[src/rtl/stack_arbiter_pkg.sv]
// Shared definitions for the two-requester stack arbiter: FSM encoding,
// op codes, requester indices and the grant legality helper.
package stack_arb_pkg;

    typedef enum logic [2:0] {
        ST_CLR,
        ST_IDLE,
        ST_ISSUE,
        ST_WAIT,
        ST_DONE
    } state_t;

    localparam logic OP_PUSH = 1'b1;
    localparam logic OP_POP  = 1'b0;

    localparam logic REQ0 = 1'b0;
    localparam logic REQ1 = 1'b1;

    // A pop on an empty stack or a push on a full one must never reach the stack.
    function automatic logic op_illegal(input logic op, input logic is_empty, input logic is_full);
        return ((op == OP_POP) && is_empty) || ((op == OP_PUSH) && is_full);
    endfunction

endpackage

[src/rtl/stack_arbiter_if.sv]
// Requester-side handshake and stack-side strobe bundle for stack_arbiter.
// The arbiter sits on the slave modport; the requesters/stack on master.
interface stack_arbiter_if #(
    parameter int N    = 2,
    parameter int SIZE = 16
) ();
    localparam int DW = $clog2(SIZE + 1);

    logic          clr;
    logic          req0;
    logic          req1;
    logic          op0;
    logic          op1;
    logic [N-1:0]  wdata0;
    logic [N-1:0]  wdata1;
    logic          ack0;
    logic          ack1;
    logic          err;
    logic [N-1:0]  rdata;
    logic [DW-1:0] depth;
    logic          busy;
    logic          stk_push;
    logic          stk_pop;
    logic          stk_rst_adr;
    logic [N-1:0]  stk_din;
    logic [N-1:0]  stk_dout;

    modport slave (
        input  clr, req0, req1, op0, op1, wdata0, wdata1, stk_dout,
        output ack0, ack1, err, rdata, depth, busy,
               stk_push, stk_pop, stk_rst_adr, stk_din
    );

    modport master (
        output clr, req0, req1, op0, op1, wdata0, wdata1, stk_dout,
        input  ack0, ack1, err, rdata, depth, busy,
               stk_push, stk_pop, stk_rst_adr, stk_din
    );

endinterface

[src/rtl/stack_arbiter_rr_pick2.sv]
// Two-way round-robin picker: a lone request wins outright, a tie goes to
// whichever requester was not granted last. Purely combinational.
module rr_pick2 (
    input  logic req0,
    input  logic req1,
    input  logic last_grant,
    output logic gnt_valid,
    output logic gnt_id
);

    always_comb begin
        gnt_valid = req0 | req1;
        if (req0 && req1) begin
            gnt_id = ~last_grant;
        end else begin
            gnt_id = req1;
        end
    end

endmodule

[src/rtl/stack_arbiter.sv]
// Shares one stack between two requesters: round-robin grant, fixed-latency
// strobe sequencing and local occupancy tracking that rejects illegal ops.
module stack_arbiter
    import stack_arb_pkg::*;
#(
    parameter int N      = 2,
    parameter int SIZE   = 16,
    parameter int OP_LAT = 2
) (
    input  logic           clk,
    input  logic           rst,
    stack_arbiter_if.slave bus
);

    localparam int DW = $clog2(SIZE + 1);
    localparam int CW = (OP_LAT > 1) ? $clog2(OP_LAT) : 1;

    localparam logic [DW-1:0] DEPTH_FULL = DW'(SIZE);
    localparam logic [DW-1:0] DEPTH_ONE  = DW'(1);
    localparam logic [CW-1:0] CNT_INIT   = CW'(OP_LAT - 1);
    localparam logic [CW-1:0] CNT_ONE    = CW'(1);

    state_t        state_q;
    state_t        state_d;
    logic [CW-1:0] cnt_q;
    logic [DW-1:0] depth_q;
    logic          last_grant_q;
    logic          gid_q;
    logic          gop_q;
    logic          gerr_q;
    logic [N-1:0]  din_q;
    logic [N-1:0]  rdata_q;

    logic          gnt_valid;
    logic          gnt_id;
    logic          sel_op;
    logic [N-1:0]  sel_wdata;
    logic          illegal;
    logic          grant_now;

    rr_pick2 u_pick (
        .req0       (bus.req0),
        .req1       (bus.req1),
        .last_grant (last_grant_q),
        .gnt_valid  (gnt_valid),
        .gnt_id     (gnt_id)
    );

    always_comb begin
        sel_op    = (gnt_id == REQ1) ? bus.op1    : bus.op0;
        sel_wdata = (gnt_id == REQ1) ? bus.wdata1 : bus.wdata0;
        illegal   = op_illegal(sel_op, depth_q == '0, depth_q == DEPTH_FULL);
        grant_now = (state_q == ST_IDLE) && !bus.clr && gnt_valid;
    end

    always_comb begin
        state_d = state_q;
        case (state_q)
            ST_CLR:   state_d = ST_IDLE;
            ST_IDLE: begin
                // clr outranks any pending request in the same cycle
                if (bus.clr) begin
                    state_d = ST_CLR;
                end else if (gnt_valid) begin
                    state_d = illegal ? ST_DONE : ST_ISSUE;
                end
            end
            ST_ISSUE: state_d = ST_WAIT;
            ST_WAIT: begin
                if (cnt_q == '0) begin
                    state_d = ST_DONE;
                end
            end
            ST_DONE:  state_d = ST_IDLE;
            default:  state_d = ST_CLR;
        endcase
    end

    always_ff @(posedge clk or negedge rst) begin
        if (!rst) begin
            state_q <= ST_CLR;
        end else begin
            state_q <= state_d;
        end
    end

    always_ff @(posedge clk or negedge rst) begin
        if (!rst) begin
            cnt_q        <= '0;
            depth_q      <= '0;
            last_grant_q <= REQ1;
            gid_q        <= REQ0;
            gop_q        <= OP_POP;
            gerr_q       <= 1'b0;
            din_q        <= '0;
            rdata_q      <= '0;
        end else begin
            if (grant_now) begin
                gid_q  <= gnt_id;
                gop_q  <= sel_op;
                gerr_q <= illegal;
                if (!illegal) begin
                    din_q <= sel_wdata;
                end
            end
            case (state_q)
                ST_CLR:   depth_q <= '0;
                ST_ISSUE: cnt_q   <= CNT_INIT;
                ST_WAIT: begin
                    if (cnt_q == '0) begin
                        if (gop_q == OP_POP) begin
                            rdata_q <= bus.stk_dout;
                        end
                    end else begin
                        cnt_q <= cnt_q - CNT_ONE;
                    end
                end
                ST_DONE: begin
                    // gerr_q already excludes pop-at-empty and push-at-full
                    if (!gerr_q) begin
                        if (gop_q == OP_PUSH) begin
                            depth_q <= depth_q + DEPTH_ONE;
                        end else begin
                            depth_q <= depth_q - DEPTH_ONE;
                        end
                    end
                    last_grant_q <= gid_q;
                end
                default: ;
            endcase
        end
    end

    assign bus.ack0        = (state_q == ST_DONE) && (gid_q == REQ0);
    assign bus.ack1        = (state_q == ST_DONE) && (gid_q == REQ1);
    assign bus.err         = (state_q == ST_DONE) && gerr_q;
    assign bus.stk_push    = (state_q == ST_ISSUE) && (gop_q == OP_PUSH);
    assign bus.stk_pop     = (state_q == ST_ISSUE) && (gop_q == OP_POP);
    assign bus.stk_rst_adr = (state_q == ST_CLR);
    assign bus.stk_din     = din_q;
    assign bus.rdata       = rdata_q;
    assign bus.depth       = depth_q;
    assign bus.busy        = (state_q != ST_IDLE);

endmodule

[src/flat_wrapper.sv]
// flat-port wrapper written by rule: the top's interface ports become plain ports
module stack_arbiter_flat import stack_arb_pkg::*;
#(
    parameter int N      = 2,
    parameter int SIZE   = 16,
    parameter int OP_LAT = 2
)
  (clk, rst, bus_clr, bus_req0, bus_req1, bus_op0, bus_op1, bus_wdata0, bus_wdata1, bus_stk_dout, bus_ack0, bus_ack1, bus_err, bus_rdata, bus_depth, bus_busy, bus_stk_push, bus_stk_pop, bus_stk_rst_adr, bus_stk_din);
  stack_arbiter_if #(.N(N), .SIZE(SIZE)) bus_i ();
  input  logic clk;
  input  logic rst;
  input wire logic [$bits(bus_i.clr)-1:0] bus_clr;
  input wire logic [$bits(bus_i.req0)-1:0] bus_req0;
  input wire logic [$bits(bus_i.req1)-1:0] bus_req1;
  input wire logic [$bits(bus_i.op0)-1:0] bus_op0;
  input wire logic [$bits(bus_i.op1)-1:0] bus_op1;
  input wire logic [$bits(bus_i.wdata0)-1:0] bus_wdata0;
  input wire logic [$bits(bus_i.wdata1)-1:0] bus_wdata1;
  input wire logic [$bits(bus_i.stk_dout)-1:0] bus_stk_dout;
  output wire logic [$bits(bus_i.ack0)-1:0] bus_ack0;
  output wire logic [$bits(bus_i.ack1)-1:0] bus_ack1;
  output wire logic [$bits(bus_i.err)-1:0] bus_err;
  output wire logic [$bits(bus_i.rdata)-1:0] bus_rdata;
  output wire logic [$bits(bus_i.depth)-1:0] bus_depth;
  output wire logic [$bits(bus_i.busy)-1:0] bus_busy;
  output wire logic [$bits(bus_i.stk_push)-1:0] bus_stk_push;
  output wire logic [$bits(bus_i.stk_pop)-1:0] bus_stk_pop;
  output wire logic [$bits(bus_i.stk_rst_adr)-1:0] bus_stk_rst_adr;
  output wire logic [$bits(bus_i.stk_din)-1:0] bus_stk_din;
  assign bus_i.clr = bus_clr;
  assign bus_i.req0 = bus_req0;
  assign bus_i.req1 = bus_req1;
  assign bus_i.op0 = bus_op0;
  assign bus_i.op1 = bus_op1;
  assign bus_i.wdata0 = bus_wdata0;
  assign bus_i.wdata1 = bus_wdata1;
  assign bus_i.stk_dout = bus_stk_dout;
  assign bus_ack0 = bus_i.ack0;
  assign bus_ack1 = bus_i.ack1;
  assign bus_err = bus_i.err;
  assign bus_rdata = bus_i.rdata;
  assign bus_depth = bus_i.depth;
  assign bus_busy = bus_i.busy;
  assign bus_stk_push = bus_i.stk_push;
  assign bus_stk_pop = bus_i.stk_pop;
  assign bus_stk_rst_adr = bus_i.stk_rst_adr;
  assign bus_stk_din = bus_i.stk_din;
  stack_arbiter #(.N(N), .SIZE(SIZE), .OP_LAT(OP_LAT)) u_core (.clk(clk), .rst(rst), .bus(bus_i));
endmodule
[config.mk]
export PLATFORM = sky130hd
export DESIGN_NAME = stack_arbiter_flat
export DESIGN_NICKNAME = d
export VERILOG_FILES = /design/src/rtl/stack_arbiter_pkg.sv /design/src/rtl/stack_arbiter_if.sv /design/src/rtl/stack_arbiter_rr_pick2.sv /design/src/rtl/stack_arbiter.sv /design/src/flat_wrapper.sv
export SDC_FILE = /design/constraint.sdc
export NUM_CORES = 1
export LEC_CHECK = 0
export CAP_MARGIN = 15
export CORE_UTILIZATION = 35
export DETAILED_ROUTE_END_ITERATION = 12
export SYNTH_ARGS = -nofsm -noshare
export SYNTH_HDL_FRONTEND = slang
export SYNTH_HIERARCHICAL = 1
export SYNTH_SLANG_ARGS = --single-unit
[constraint.sdc]
create_clock -name clk -period 5.8 [get_ports clk]
set_input_delay 0.87 -clock clk [delete_from_list [all_inputs] [get_ports clk]]
set_output_delay 0.87 -clock clk [all_outputs]
set_load 0.05 [all_outputs]
=== After elaboration in Yosys (flattened, before gate mapping) ===
Index checks and enable logic that the tools add are counted.

* Reductions and logical operators: 21
* Eq/ne operators: 9
* Add/sub/neg operators: 3
* Multiplexer cells: 13
* Bitwise logic cells: 7

{| class="wikitable"
|+ Operator list
! operator !! number
|-
| $mux 3 || 4
|-
| $pmux 3 s4 || 1
|-
| $logic_and 1x1->1 || 10
|-
| $mux 5 || 2
|-
| $pmux 5 s2 || 1
|-
| $eq 3x2->1 const B || 2
|-
| $not 1->1 || 6
|-
| $reduce_and 2->1 || 3
|-
| $add 5x1->5 const B || 1
|-
| $eq 5x5->1 const B || 1
|-
| $logic_not 5->1 || 1
|-
| $sub 5x1->5 const B || 1
|-
| $ne 2x2->1 const B || 2
|-
| $reduce_bool 2->1 || 2
|-
| $eq 3x1->1 const B || 1
|-
| $eq 3x3->1 const B || 1
|-
| $logic_not 3->1 || 1
|-
| $mux 1 || 3
|-
| $ne 3x1->1 const B || 1
|-
| $ne 3x2->1 const B || 1
|-
| $reduce_and 3->1 || 1
|-
| $mux 2 || 1
|-
| $pmux 1 s2 || 1
|-
| $reduce_or 2->1 || 1
|-
| 4 further kinds || 4
|}

* Flip-flop bits (word level): 17
* Word-level logic and storage cells: 62
* Output and inout bits: 16
* Input bits: 13

=== Longest topological paths before layout ===
Gate-level depths: netlist of run 1.

* Depth after elaboration: 10
* Mapped depth: 6
* Mapped depth without buffers: 6

=== Cells and area by module ===
The synthesis of run 1 kept the hierarchy.

{| class="wikitable"
|+ Modules (own cells, without submodules)
! module !! area an instance (um^2) !! times used !! cells each
|-
| stack_arbiter || 958.4 || 1 || 96
|-
| rr_pick2 || 13.8 || 1 || 2
|}

=== Least setup slack after synthesis of run 1 ===
Ideal clock, no wire load.

* Kind: register -> output
* From: register u_core.state_q[2]
* To: output port bus_stk_pop
* Arrival: 1.656 ns
* Cell stages (with the launch flop): 3
* Buffers on the path: 0
* Slack: 3.274 ns
* Data required time: 4.930 ns
* Cell sequence: dfrtp_1 > nand2b_1 > nor3_1

* Longest elaborated chain between the ends: 2

{| class="wikitable"
|+ Ends and longest elaborated chain
! what !! RTL line !! RTL
|-
| start, declared || stack_arbiter.sv:23 || <nowiki>state_t state_q;</nowiki>
|-
| start signal, assigned || stack_arbiter.sv:83 || <nowiki>state_q <= state_d;</nowiki>
|-
| $eq 3x2->1 || stack_arbiter.sv:138 || <nowiki>assign bus.stk_pop = (state_q == ST_ISSUE) && (gop_q == OP_POP);</nowiki>
|-
| $logic_and 1x1->1 || stack_arbiter.sv:138 ||
|-
| end, declared || flat_wrapper.sv:27 || <nowiki>output wire logic [$bits(bus_i.stk_pop)-1:0] bus_stk_pop;</nowiki>
|}

No other way between the ends.

=== Worst setup path after layout of run 1 ===
* From: register u_core.state_q[0]
* To: output port bus_ack0

* Longest elaborated chain between the ends: 2

{| class="wikitable"
|+ Ends and longest elaborated chain
! what !! RTL line !! RTL
|-
| $eq 3x3->1 || stack_arbiter.sv:134 || <nowiki>assign bus.ack0 = (state_q == ST_DONE) && (gid_q == REQ0);</nowiki>
|-
| $logic_and 1x1->1 || stack_arbiter.sv:134 ||
|-
| end, declared || flat_wrapper.sv:20 || <nowiki>output wire logic [$bits(bus_i.ack0)-1:0] bus_ack0;</nowiki>
|}

No other way between the ends.

==> out/metrics.yaml, run 1 <==
status: "finished clean"
drcViolationCount: 0
die_area_um2: 2990
critPathLaunchType: "flop"
synth_edf_count: 0
dp_hpwl_um: 1550
powerDensity_nw_per_um2: 627
synth_compound_area_frac: 0.161
hold_end: "u_core/bus.stk_din[1]"
clkPwrFrac: 0.077
core_um2: 2540
tns_ns: 0
drive_above_1_share: 0.0873
drt_iter0_drc: 8
io_pins: 29
final_nets: 144
worst_pin_slew_ns: 0.779
setup-violations-final: 0
initial_utilization: 0.382
finalWorstPathRequiredPeriod_ns: 3.06
tritoncts: "built"
postSynthCellCount: 98
grt_max_degree: 18
post_cts_buffers: 0
worstPathMaxFanout: 9
clkTransAtPathRegs_ns: 0.10
swShare: 0.515
vias: 798
switchingPower_uw: 419
die_w_um: 54.7
rr_worst_depth: 6
cts_max_level: 1
ys_top_cells_by_count: "16 x dfrtp_1, 13 x nand2_1, 6 x o21ai_0"
drt-total-wl_um: 2080
synth.top_cell.area_share: 0.412
grt.overflow.total: 0
antenna_found_initial: 0
p_int_uw: 395
relSlewSlack: 0.479
chipHeight_um: 54.7
ys_top_cells_by_area: "dfrtp_1 41%, mux2_2 5.8%, nand2_1 5.0%"
finalHoldViolCount: 0
vias_per_cell: 5.12
synth-simple-area-share: 0.196
ant_nets: 0
peakVddDrop_mv: 0.366
power_frac_comb: 0.610
synth_top_family_by_area: "simple AND/OR/NAND/NOR gates"
ys_warn_count: 6
leakage_uw: 0.000577
hp-class: "flop to flop"
rsz0062_at_grt: "false"
synth_mux_area_frac: 0.106
clock-sinks: 17
ys_seq_area_frac: 0.439
cts_buffers: 3
place_congestion: 0.742
critical_path_class: "flop to primary output"
skew_ns: 0.00445
yosys.area.top_type: "dfrtp_1"
drtPass1Iterations: 4
yosysUniqueCellTypes: 37
r2r-start: "u_core/gop_q"
row_count: 18
async_flop_share: 1.00
grt_util_all_layers: 0.163
num_antenna_cells: 0
min_from: "u_core/bus.stk_din[1]"
r2r-end: "u_core/bus.depth[4]"
p_total_uw: 814
cts.path.max_buffers: 2
dpl_cell_area_um2: 1270
synth_fa_ha_area_frac: 0.0592
cts_hold_buf: 0
p_seq_frac: 0.313
syn-num-nets: 115
ys_ff_latch: 17
numPortBuffers: 28
synth_xor_area_frac: 0.0180
ys.flop_type: "dfrtp_1"
syn_area_per_cell_um2: 9.92
synth_area_um2: 972
post-synth-top-count-cell: "dfrtp_1"
fin_area_um2: 1300
grt_pass1_wl_um: 3380
arrival_ns: 2.19
clock_latency_ns: 0.28
ff2ff_setup_slack_ns: 3.74
period_share: 0.528
cap_violations: 0
slew_viol_final: 0
required_ns: 4.93
hold_depth: 1
wl_per_cell_um: 13.3
utilization: 0.510
cts-root-buf: "clkbuf_4"
cp-end-kind: "primary output"
grt_pass1_vias: 718
synthToLayoutAreaGrowth_pct: 33.6
fmax_mhz: 327
cts_resized: 0
-- per-layer routing --
| metal | track usage | part of all wire | wire [µm] |
|---|---|---|---|
| met5 | 0 | 0 | 0 |
| met4 | 0.0513 | 0.0048 | 10 |
| met3 | 0.0361 | 0.060 | 125 |
| met2 | 0.245 | 0.45 | 926 |
| met1 | 0.228 | 0.49 | 1020 |
-- cells by family (layout without fill, tap and decap cells) --
| group | after synthesis | after routing |
|---|---|---|
| AO/OA/AOI/OAI | 23 | 23 |
| XOR/XNOR | 2 | 2 |
| adder cells (fa/ha/maj) | 4 | 4 |
| buffers and inverters | 5 | 33 |
| flip-flops | 17 | 17 |
| multiplexers | 9 | 9 |
| AND/OR/NAND/NOR | 38 | 38 |
-- metrics by stage --
| stage | setup WS, ns | instances | hold WS, ns |
|---|---|---|---|
| after floorplan | 3.27 | 98 | 0.472 |
| after global placement | 3.04 | 152 | 0.491 |
| after detailed placement | 2.99 | 152 | 0.486 |
| after CTS | 2.73 | 156 | 0.520 |
| after global routing | 2.61 | 156 | 0.537 |
| final | 2.74 | 156 | 0.514 |
-- cells in the final DEF, fill, tap and decap left out, types with 2 or more instances in the layout --
cell type | synthesis | layout
or2_1 | 2 | 2
a22o_1 | 3 | 3
nand2_1 | 13 | 13
o21ai_0 | 6 | 6
a21o_1 | 4 | 4
and3_1 | 3 | 3
nor2_1 | 5 | 5
dfrtp_1 | 16 | 16
clkbuf_4 | 0 | 3
mux2_2 | 5 | 5
clkdlybuf4s50_1 | 0 | 28
nor3_1 | 5 | 5
nand3_1 | 2 | 2
a21oi_1 | 3 | 3
nand2b_1 | 2 | 2
mux2_1 | 2 | 2
ha_1 | 3 | 3
-- how the worst max path moves through the flow --
stage / start / slack [ns] / to
6_report: u_core/state_q[0] / 2.74 / bus_ack0
5_1_grt: u_core/state_q[0] / 2.61 / bus_ack0
4_1_cts: u_core/state_q[2] / 2.73 / bus_stk_pop
3_5_place_dp: bus_req1 / 2.99 / u_core/bus.stk_din[1]
3_3_place_gp: bus_req1 / 3.04 / u_core/bus.stk_din[1]
2_1_floorplan: u_core/state_q[2] / 3.27 / bus_stk_pop
-- cell type report --
class                   instances  area [µm²]
fillers                       244        1250
flip-flops and latches         17         427
clock buffers                   4        26.3
inverters                       1        3.75
well taps                      30        37.5
repair buffers                 28         280
multi-input cells              76         524
-- state kept, by name, indices dropped and copies added, names as in the netlist --
signal / count
u_core/gerr_q: 1
u_core/cnt_q: 1
u_core/state_q: 3
u_core/bus.stk_din: 2
u_core/bus.rdata: 2
u_core/gop_q: 1
u_core/last_grant_q: 1
u_core/bus.depth: 5
u_core/gid_q: 1
-- critical path: stages (launching register included) --
cell	delay (ns)
dfrtp_1	0.48
nor2_1	0.36
nand2_1	0.13
nor2_1	0.12
clkdlybuf4s50_1	0.81
-- power groups by stage --
stage | combinational [µW] | sequential [µW] | clock [µW]
5_1_grt | 543 | 268 | 71.2
3_5_place_dp | 497 | 256 | 0
4_1_cts | 498 | 256 | 66.0
3_3_place_gp | 492 | 256 | 0
6_report | 496 | 255 | 62.8
2_1_floorplan | 281 | 325 | 0
Note: power is estimated with default switching activity, not from simulation.
==> run 2: changes to the inputs <==
==> constraint.sdc (replaced) <==
create_clock -name clk -period 2.92 [get_ports clk]
set_input_delay 0.438 -clock clk [delete_from_list [all_inputs] [get_ports clk]]
set_output_delay 0.438 -clock clk [all_outputs]
set_load 0.05 [all_outputs]
==> out/metrics.yaml, run 2 (same netlist as run 1, synthesis figures left out) <==
dpl_worst_slack_ns: 0.517  # -2.47 ns
leakage_uw: 0.000582  # +0.92%
cap_violations: 0  # unchanged
grtUsageMet2: 0.261  # +0.0161
dp_hpwl_um: 1530  # -1.5%
setup-violations-final: 0  # unchanged
numPortBuffers: 28  # unchanged
dpl_cell_area_um2: 1280  # +0.59%
layout_commonest_cell: "clkdlybuf4s50_1"
postLayoutSetupSlackWorst_ns: 0.333  # -2.41 ns
critPathLaunchType: "flop"
largest_reg_flops: 5  # unchanged
io_pins: 29  # unchanged
clock_latency_ns: 0.28  # about the same
row_count: 18  # unchanged
path_buf_inv: 1  # unchanged
arrival_ns: 2.15  # -0.04 ns
final_cell_mix: "28 x clkdlybuf4s50_1, 16 x dfrtp_1, 13 x nand2_1"
hold_depth: 1  # unchanged
p_total_uw: 1630  # +100%
post_cts_buffers: 0  # unchanged
skew_ns: 0.00263  # -0.00183 ns
die_w_um: 54.7  # unchanged
grt_pass1_vias: 778  # +8.4%
fin_area_um2: 1310  # +0.58%
peakVddDrop_mv: 0.811  # +120%
cts_resized: 0  # unchanged
utilization: 0.513  # +0.00295
worstPathMaxFanout: 9  # unchanged
status: "finished clean"
core_um2: 2540  # unchanged
required_ns: 2.48  # -2.45 ns
num_antenna_cells: 0  # unchanged
rr_worst_depth: 6  # unchanged
period_share: 0.886
critical_path.top_delay_family: "buffers and inverters"
vias_per_cell: 5.23  # +2.2%
drt-total-wl_um: 2040  # -1.7%
use_met1: 0.209  # -0.0193
die_area_um2: 2990  # unchanged
drive_above_1_share: 0.0945  # +0.00719
cts.path.max_buffers: 2  # unchanged
finalWorstPathRequiredPeriod_ns: 2.59
cp_slowest_stage_delay_ns: 0.81  # about the same
use_met3: 0.0361  # unchanged
cp.depth: 3  # -1
grt_util_all_layers: 0.157  # -0.00519
ant_nets: 0  # unchanged
crit_chain: "nor2_1 > and3_1 > clkdlybuf4s50_1"
finalHoldViolCount: 0  # unchanged
hp-class: "flop to flop"
grt_pass1_wl_um: 3400  # +0.59%
top_usage_layer: "met2"
cts_hold_buf: 0  # unchanged
slew_viol_final: 0  # unchanged
rsz0062_at_grt: "false"
grt.overflow.total: 0  # unchanged
vias: 821  # +2.9%
cts-root-buf: "clkbuf_4"
drtPass1Iterations: 4  # unchanged
worst_pin_slew_ns: 0.769  # -0.00936 ns
critical_path_class: "flop to primary output"
clkTransAtPathRegs_ns: 0.10  # about the same
place_congestion: 0.735  # -0.96%
drcViolationCount: 0  # unchanged
tritoncts: "built"
drt_iter0_drc: 11  # +3
fmax_mhz: 387
slowest_stage: "clkdlybuf4s50_1"
chipHeight_um: 54.7  # unchanged
antenna_found_initial: 0  # unchanged
tns_ns: 0  # unchanged
relSlewSlack: 0.485  # +0.00626
grt_max_degree: 18  # unchanged
cts_max_level: 1  # unchanged
clock-sinks: 17  # unchanged
initial_utilization: 0.382  # unchanged
powerDensity_nw_per_um2: 1240  # +99%
cp-end-kind: "primary output"
synthToLayoutAreaGrowth_pct: 34.4
wl_per_cell_um: 13.0  # -2.3%
final_nets: 145  # +0.69%
cts_buffers: 3  # unchanged
run 2: per-layer routing:
| layer | part of all wire | wire (µm) | vias up |
|---|---|---|---|
| met5 | 0 | 0 | - |
| met4 | 0 | 0 | 0 |
| met3 | 0.069 | 142 | 0 |
| met2 | 0.45 | 915 | 30 |
| met1 | 0.48 | 987 | 379 |
| li1 | - | - | 412 |
run 2: power by group:
group / switching (µW) / total (µW) / internal (µW)
sequential: 141 / 489 / 348
clock: 73.6 / 126 / 52.9
combinational: 619 / 1010 / 391
total: 833 / 1630 / 792
run 2: layout make-up:
cell class              instances  area (µm²)
fillers                       235        1240
multi-input cells              76         524
flip-flops and latches         17         427
repair buffers                 29         288
well taps                      30        37.5
clock buffers                   4        26.3
inverters                       1        3.75
run 2: per-stage QoR:
step | hold WS (ns) | std cells
after global routing | 0.540 | 157
after CTS | 0.507 | 157
final | 0.501 | 157
after detailed placement | 0.477 | 153
after global placement | 0.488 | 153
after floorplan | 0.142 | 98
run 2: worst paths after layout:
kind | start | to | slack [ns]
max | u_core/state_q[0] | bus_ack1 | 0.33
min | u_core/bus.stk_din[0] | u_core/bus.stk_din[0] | 0.50
max reg2reg | u_core/gop_q | u_core/bus.depth[4] | 0.86
max in group asynchronous | rst | u_core/bus.rdata[1] | 1.85
min reg2reg | u_core/bus.stk_din[0] | u_core/bus.stk_din[0] | 0.50
min in group asynchronous | rst | u_core/bus.depth[0] | 0.59
